## src/rtl/sub_nbit_serial.sv

```systemverilog
// Bit-serial unsigned subtractor: one full-subtractor cell computes A - B - bor, LSB first,
// with valid/ready handshakes on both the operand and the result side.
module sub_nbit_serial #(
    parameter int DATA_WIDTH = 8
) (
    input  logic                  i_clk,
    input  logic                  i_rst,
    input  logic                  i_valid,
    output logic                  o_ready,
    input  logic [DATA_WIDTH-1:0] i_num_a,
    input  logic [DATA_WIDTH-1:0] i_num_b,
    input  logic                  i_bor,
    output logic                  o_valid,
    input  logic                  i_ready,
    output logic [DATA_WIDTH-1:0] o_res,
    output logic                  o_bor,
    output logic                  o_busy
);

    localparam int CW = $clog2(DATA_WIDTH);
    localparam logic [CW-1:0] CNT_LAST = CW'(DATA_WIDTH - 1);

    typedef enum logic [1:0] {
        S_IDLE,
        S_CALC,
        S_DONE
    } state_t;

    state_t                state_q;
    logic [DATA_WIDTH-1:0] sh_a_q;
    logic [DATA_WIDTH-1:0] sh_b_q;
    logic [DATA_WIDTH-1:0] res_q;
    logic                  bor_q;
    logic [CW-1:0]         cnt_q;
    logic                  ready_q;
    logic                  valid_q;
    logic                  busy_q;
    logic [DATA_WIDTH-1:0] out_res_q;
    logic                  out_bor_q;

    logic bit_a;
    logic bit_b;
    logic diff_d;
    logic bor_d;

    // Single full-subtractor cell working on the current LSBs.
    assign bit_a  = sh_a_q[0];
    assign bit_b  = sh_b_q[0];
    assign diff_d = bit_a ^ bit_b ^ bor_q;
    assign bor_d  = (~bit_a & bit_b) | (~(bit_a ^ bit_b) & bor_q);

    always_ff @(posedge i_clk) begin
        if (i_rst) begin
            state_q   <= S_IDLE;
            sh_a_q    <= '0;
            sh_b_q    <= '0;
            res_q     <= '0;
            bor_q     <= 1'b0;
            cnt_q     <= '0;
            ready_q   <= 1'b1;
            valid_q   <= 1'b0;
            busy_q    <= 1'b0;
            out_res_q <= '0;
            out_bor_q <= 1'b0;
        end else begin
            case (state_q)
                S_IDLE: begin
                    if (i_valid && ready_q) begin
                        sh_a_q  <= i_num_a;
                        sh_b_q  <= i_num_b;
                        bor_q   <= i_bor;
                        res_q   <= '0;
                        cnt_q   <= '0;
                        ready_q <= 1'b0;
                        busy_q  <= 1'b1;
                        state_q <= S_CALC;
                    end
                end
                S_CALC: begin
                    sh_a_q <= sh_a_q >> 1;
                    sh_b_q <= sh_b_q >> 1;
                    res_q  <= {diff_d, res_q[DATA_WIDTH-1:1]};
                    bor_q  <= bor_d;
                    if (cnt_q == CNT_LAST) begin
                        // Output registers are loaded only here so they keep the last result otherwise.
                        out_res_q <= {diff_d, res_q[DATA_WIDTH-1:1]};
                        out_bor_q <= bor_d;
                        busy_q    <= 1'b0;
                        state_q   <= S_DONE;
                    end else begin
                        cnt_q <= cnt_q + CW'(1);
                    end
                end
                S_DONE: begin
                    if (valid_q && i_ready) begin
                        valid_q <= 1'b0;
                        ready_q <= 1'b1;
                        state_q <= S_IDLE;
                    end else begin
                        valid_q <= 1'b1;
                    end
                end
                default: begin
                    state_q <= S_IDLE;
                    ready_q <= 1'b1;
                    valid_q <= 1'b0;
                    busy_q  <= 1'b0;
                end
            endcase
        end
    end

    assign o_ready = ready_q;
    assign o_valid = valid_q;
    assign o_busy  = busy_q;
    assign o_res   = out_res_q;
    assign o_bor   = out_bor_q;

endmodule

```

## config.mk

```make
export PLATFORM = sky130hd
export DESIGN_NAME = sub_nbit_serial
export DESIGN_NICKNAME = d
export VERILOG_FILES = /design/src/rtl/sub_nbit_serial.sv
export SDC_FILE = /design/constraint.sdc
export NUM_CORES = 1
export LEC_CHECK = 0
export ABC_AREA = 1
export BUFFER_PORTS_ARGS = -buffer_cell sky130_fd_sc_hd__buf_4
export CORE_UTILIZATION = 53
export DETAILED_ROUTE_END_ITERATION = 6
export PLACE_DENSITY = 0.77
export SLEW_MARGIN = 15
export SYNTH_ARGS = -nofsm -noshare
export SYNTH_HDL_FRONTEND = slang
export SYNTH_SLANG_ARGS = --single-unit
```

## constraint.sdc

```tcl
create_clock -name i_clk -period 2.7 [get_ports i_clk]
set_input_delay 0.27 -clock i_clk [delete_from_list [all_inputs] [get_ports i_clk]]
set_output_delay 0.27 -clock i_clk [all_outputs]
set_load 0.01 [all_outputs]
```

==> flow_results.org <==
** STA
- The final-report max-slew violation count was 0.
- Setup repair after global routing left no endpoint under its margin.
- For the pin with the worst max-slew slack, the measured transition is 0.783 ns.
- Of the available clock period, the critical path in the final layout requires 61.4%.
- Setup violations remaining at the end of the flow were counted as 0.
- Derived from the worst setup path, the maximum achievable clock frequency is 603 MHz.
- Clock skew :: 0.0139 ns
- Final Hold Violating Endpoints :: 0
- Slew HR :: 47.7%
- On the final layout, the worst hold slack is 0.154 ns.
- Period minus WS final :: 1.66 ns
- Setup Total Neg Slack :: 0 ns

** Global routing
- Maximum number of pins on one net before global-route repair :: 26
- In the global route stage, met1 resource usage came out at 28.6%.
- For this run, the total global-route usage over all layers was measured as 23.2%.
- Met3 demand-to-capacity share in global routing :: 4.84%
- Antenna violations before repair :: 0
- For this run, global-route usage on met2 was measured as 37.7%.
- The first global-routing pass estimated 6040 microns of wire.
- Number of global-route vias before repair :: 1385
- The layer flagged by global routing as most heavily used is met2.
- Overflow left after global routing :: 0

** Placement
- Port buffering added 32 buffers.
- Detail Placement HPWL :: 2320 microns
- At the end of routability-driven placement, the weighted congestion stood at 0.739.
- The placed instances occupy a cell area of 1950 sq um.

** Die
- Placeable Area :: 3050 sq um
- For this configuration, the core starts out at a cell density of 56.1%.
- The floorplan has 20 rows.
- The floorplan step defined a die boundary enclosing 3470 sq um.
- Vertical extent of the die :: 58.9 microns
- The die is 58.9 microns wide.
- For this design the top-level I/O count stands at 33.

** Hold path
- Type of the most critical hold path :: input port to flop
- In this run the most critical hold path is launched from i_num_b[7].

** Final layout
- In the layout the commonest cells are sky130_fd_sc_hd__nand2_1, sky130_fd_sc_hd__dfxtp_1, sky130_fd_sc_hd__a21oi_1, sky130_fd_sc_hd__buf_4, sky130_fd_sc_hd__nor2_1.
- Sequential Area :: 821 sq um
- Number of filler cells placed in the layout :: 294
- Most common library cell in the layout ignoring fill and taps :: sky130_fd_sc_hd__nand2_1
- Area used by multi-input combinational logic :: 801 sq um
- Proportion of layout cells with a drive suffix above 1 :: 18.7%
- Cells fill 66.0% of the core in the end.
- Area growth, synth to finish :: 17.6%
- Final antenna diode count :: 0
- With fillers left out, the area of the finished cells amounts to 2020 sq um.
- Net total in the final layout :: 290

** Synthesis
- Share of the synthesized area in compound gates (AO/OA/AOI/OAI) :: 16.6%
- Number of different library cells in the post-synthesis netlist :: 18
- The number of nets in the synthesized netlist is 262.
- Share of cell area taken by muxes after synthesis :: 0%
- The average instance in the mapped netlist occupies 7.20 sq um.
- Summing the areas of all fa, ha and maj instances in the mapped netlist gives 2.63% of the synthesized area.
- In this run the cell area of the synthesized design comes to 1710 sq um.
- The Yosys step of the flow raised 0 warnings.
- After Yosys synthesis, XOR and XNOR cells account for 0% of the synthesized area.
- Summing the areas of all and, or, nand and nor instances in the mapped netlist gives 27.4% of the synthesized area.
- The cell count after synthesis came out at 238.
- Post-synthesis sequential area ratio :: 47.9%
- Post-synthesis register bit count :: 41
- After synthesis, the largest family of logic cells by area is simple AND/OR/NAND/NOR gates.

** CTS
- Hold repair after CTS inserted 0 buffers.
- TritonCTS clock tree :: built
- CTS built an H-tree with a depth of 2.
- Post-cts repair resize count :: 0
- Counting the buffers created by CTS gives 5.
- Post-CTS setup repair buffer count :: 0
- Worst skew pair latency :: 0.35 ns
- Counting every sink on the clock net gives 41.
- No sink is reached through more buffers than the 2 on the longest clock path.
- Root buffer cell :: sky130_fd_sc_hd__clkbuf_4
- After clock tree synthesis, the clock-pin slew on the worst setup and hold paths is 0.13 ns.

** Run
- Max-cap violations :: 0

** Setup path
- Worst EP required :: 2.94 ns
- Start of the worst register-to-register path :: state_q[1]
- The worst setup path is launched from a flop.
- Along the worst path, the maximum fanout reaches 18.
- CP Capture Type :: flop
- Origin of the worst setup path :: state_q[1]
- Kind of critical path :: flop to flop
- STA puts the critical path data arrival time at 1.90 ns.

** Route
- After detailed routing, the average wire length per cell comes to 11.3 microns.
- After detailed routing, the number of vias per cell comes to 5.01.
- The detailed router placed 1557 vias in this run.
- Total routed wirelength :: 3520 microns
- The first detailed-routing pass took 4 iterations.
- Drt initial violations :: 92
- Once detail routing completed, the nets flagged for antenna violations numbered 0.
- In the routed design, unresolved DRC markers number 0.

** Pwr
- Largest vdd supply drop :: 0.428 mV
- Pleak :: 0.891 nW
- The design draws 1.25 mW.
- Power spread over the standard cell area amounts to 621 nW/um^2.

** Status
- Run status :: complete, no violations
synth_stat cells, drive strengths merged:
cell    count  area share [%]
dfxtp      41              48
nand3       5             1.5
clkbuf      2            0.44
a21oi      38              11
nor2       22             5.3
buf         9             3.0
fa          1             1.2
nand2      90              21
ha          2             1.5
o21ai      19             5.5
inv         9             2.0
layer usage:
| layer | routed length [microns] | vias to the layer above |
|---|---|---|
| met2 | 1570 | 43 |
| met5 | 0 | - |
| met3 | 204 | 4 |
| li1 | - | 823 |
| met4 | 57 | 0 |
| met1 | 1690 | 687 |
registers in the layout, indices dropped and copies added, names as in the netlist:
signal   count
o_ready      1
sh_a_q       8
o_busy       1
o_res        8
bor_q        1
sh_b_q       8
res_q        7
o_valid      1
o_bor        1
state_q      2
cnt_q        3
worst max-delay path, stage by stage, from the launching register on:
cell,delay [ns]
sky130_fd_sc_hd__dfxtp_1,0.39
sky130_fd_sc_hd__inv_2,0.28
sky130_fd_sc_hd__nand2_4,0.20
sky130_fd_sc_hd__nor2_2,0.36
sky130_fd_sc_hd__inv_2,0.16
sky130_fd_sc_hd__nand2_1,0.09
sky130_fd_sc_hd__a21oi_1,0.06
per-stage QoR:
stage	worst slack, ns	cells
5_1_grt	0.857	311
4_1_cts	1.03	311
2_1_floorplan	1.48	238
6_report	1.04	311
3_3_place_gp	1.09	303
3_5_place_dp	1.07	303
final cells by class:
type                       instances  share of cell area [%]
clock inverter                     2                   0.683
sequential                        41                    40.7
inverter                           9                    1.68
multi-input combinational        177                    39.7
clock buffer                       6                    2.55
tap                               44                    2.73
timing repair buffer              32                    11.9
report_power, final:
part	switching (mW)	total [mW]	leakage, nW	internal (mW)
Sequential	0.0303	0.685	0.336	0.655
Clock	0.200	0.327	0.0382	0.127
Combinational	0.149	0.240	0.517	0.0907
kinds of logic after synthesis:
group / Yosys count
compound gates: 57
fa+ha+maj: 3
simple gates: 117
flops: 41
buf+inv: 20
final timing paths:
check / slack (ns) / cells after the start / to
hold reg to reg: 0.47 / 2 / res_q[1]
hold / removal: 0.15 / 3 / sh_b_q[7]
setup reg to reg: 1.04 / 6 / o_res[1]
setup / recovery: 1.04 / 6 / o_res[1]
Note: power is estimated with default switching activity, not from simulation.
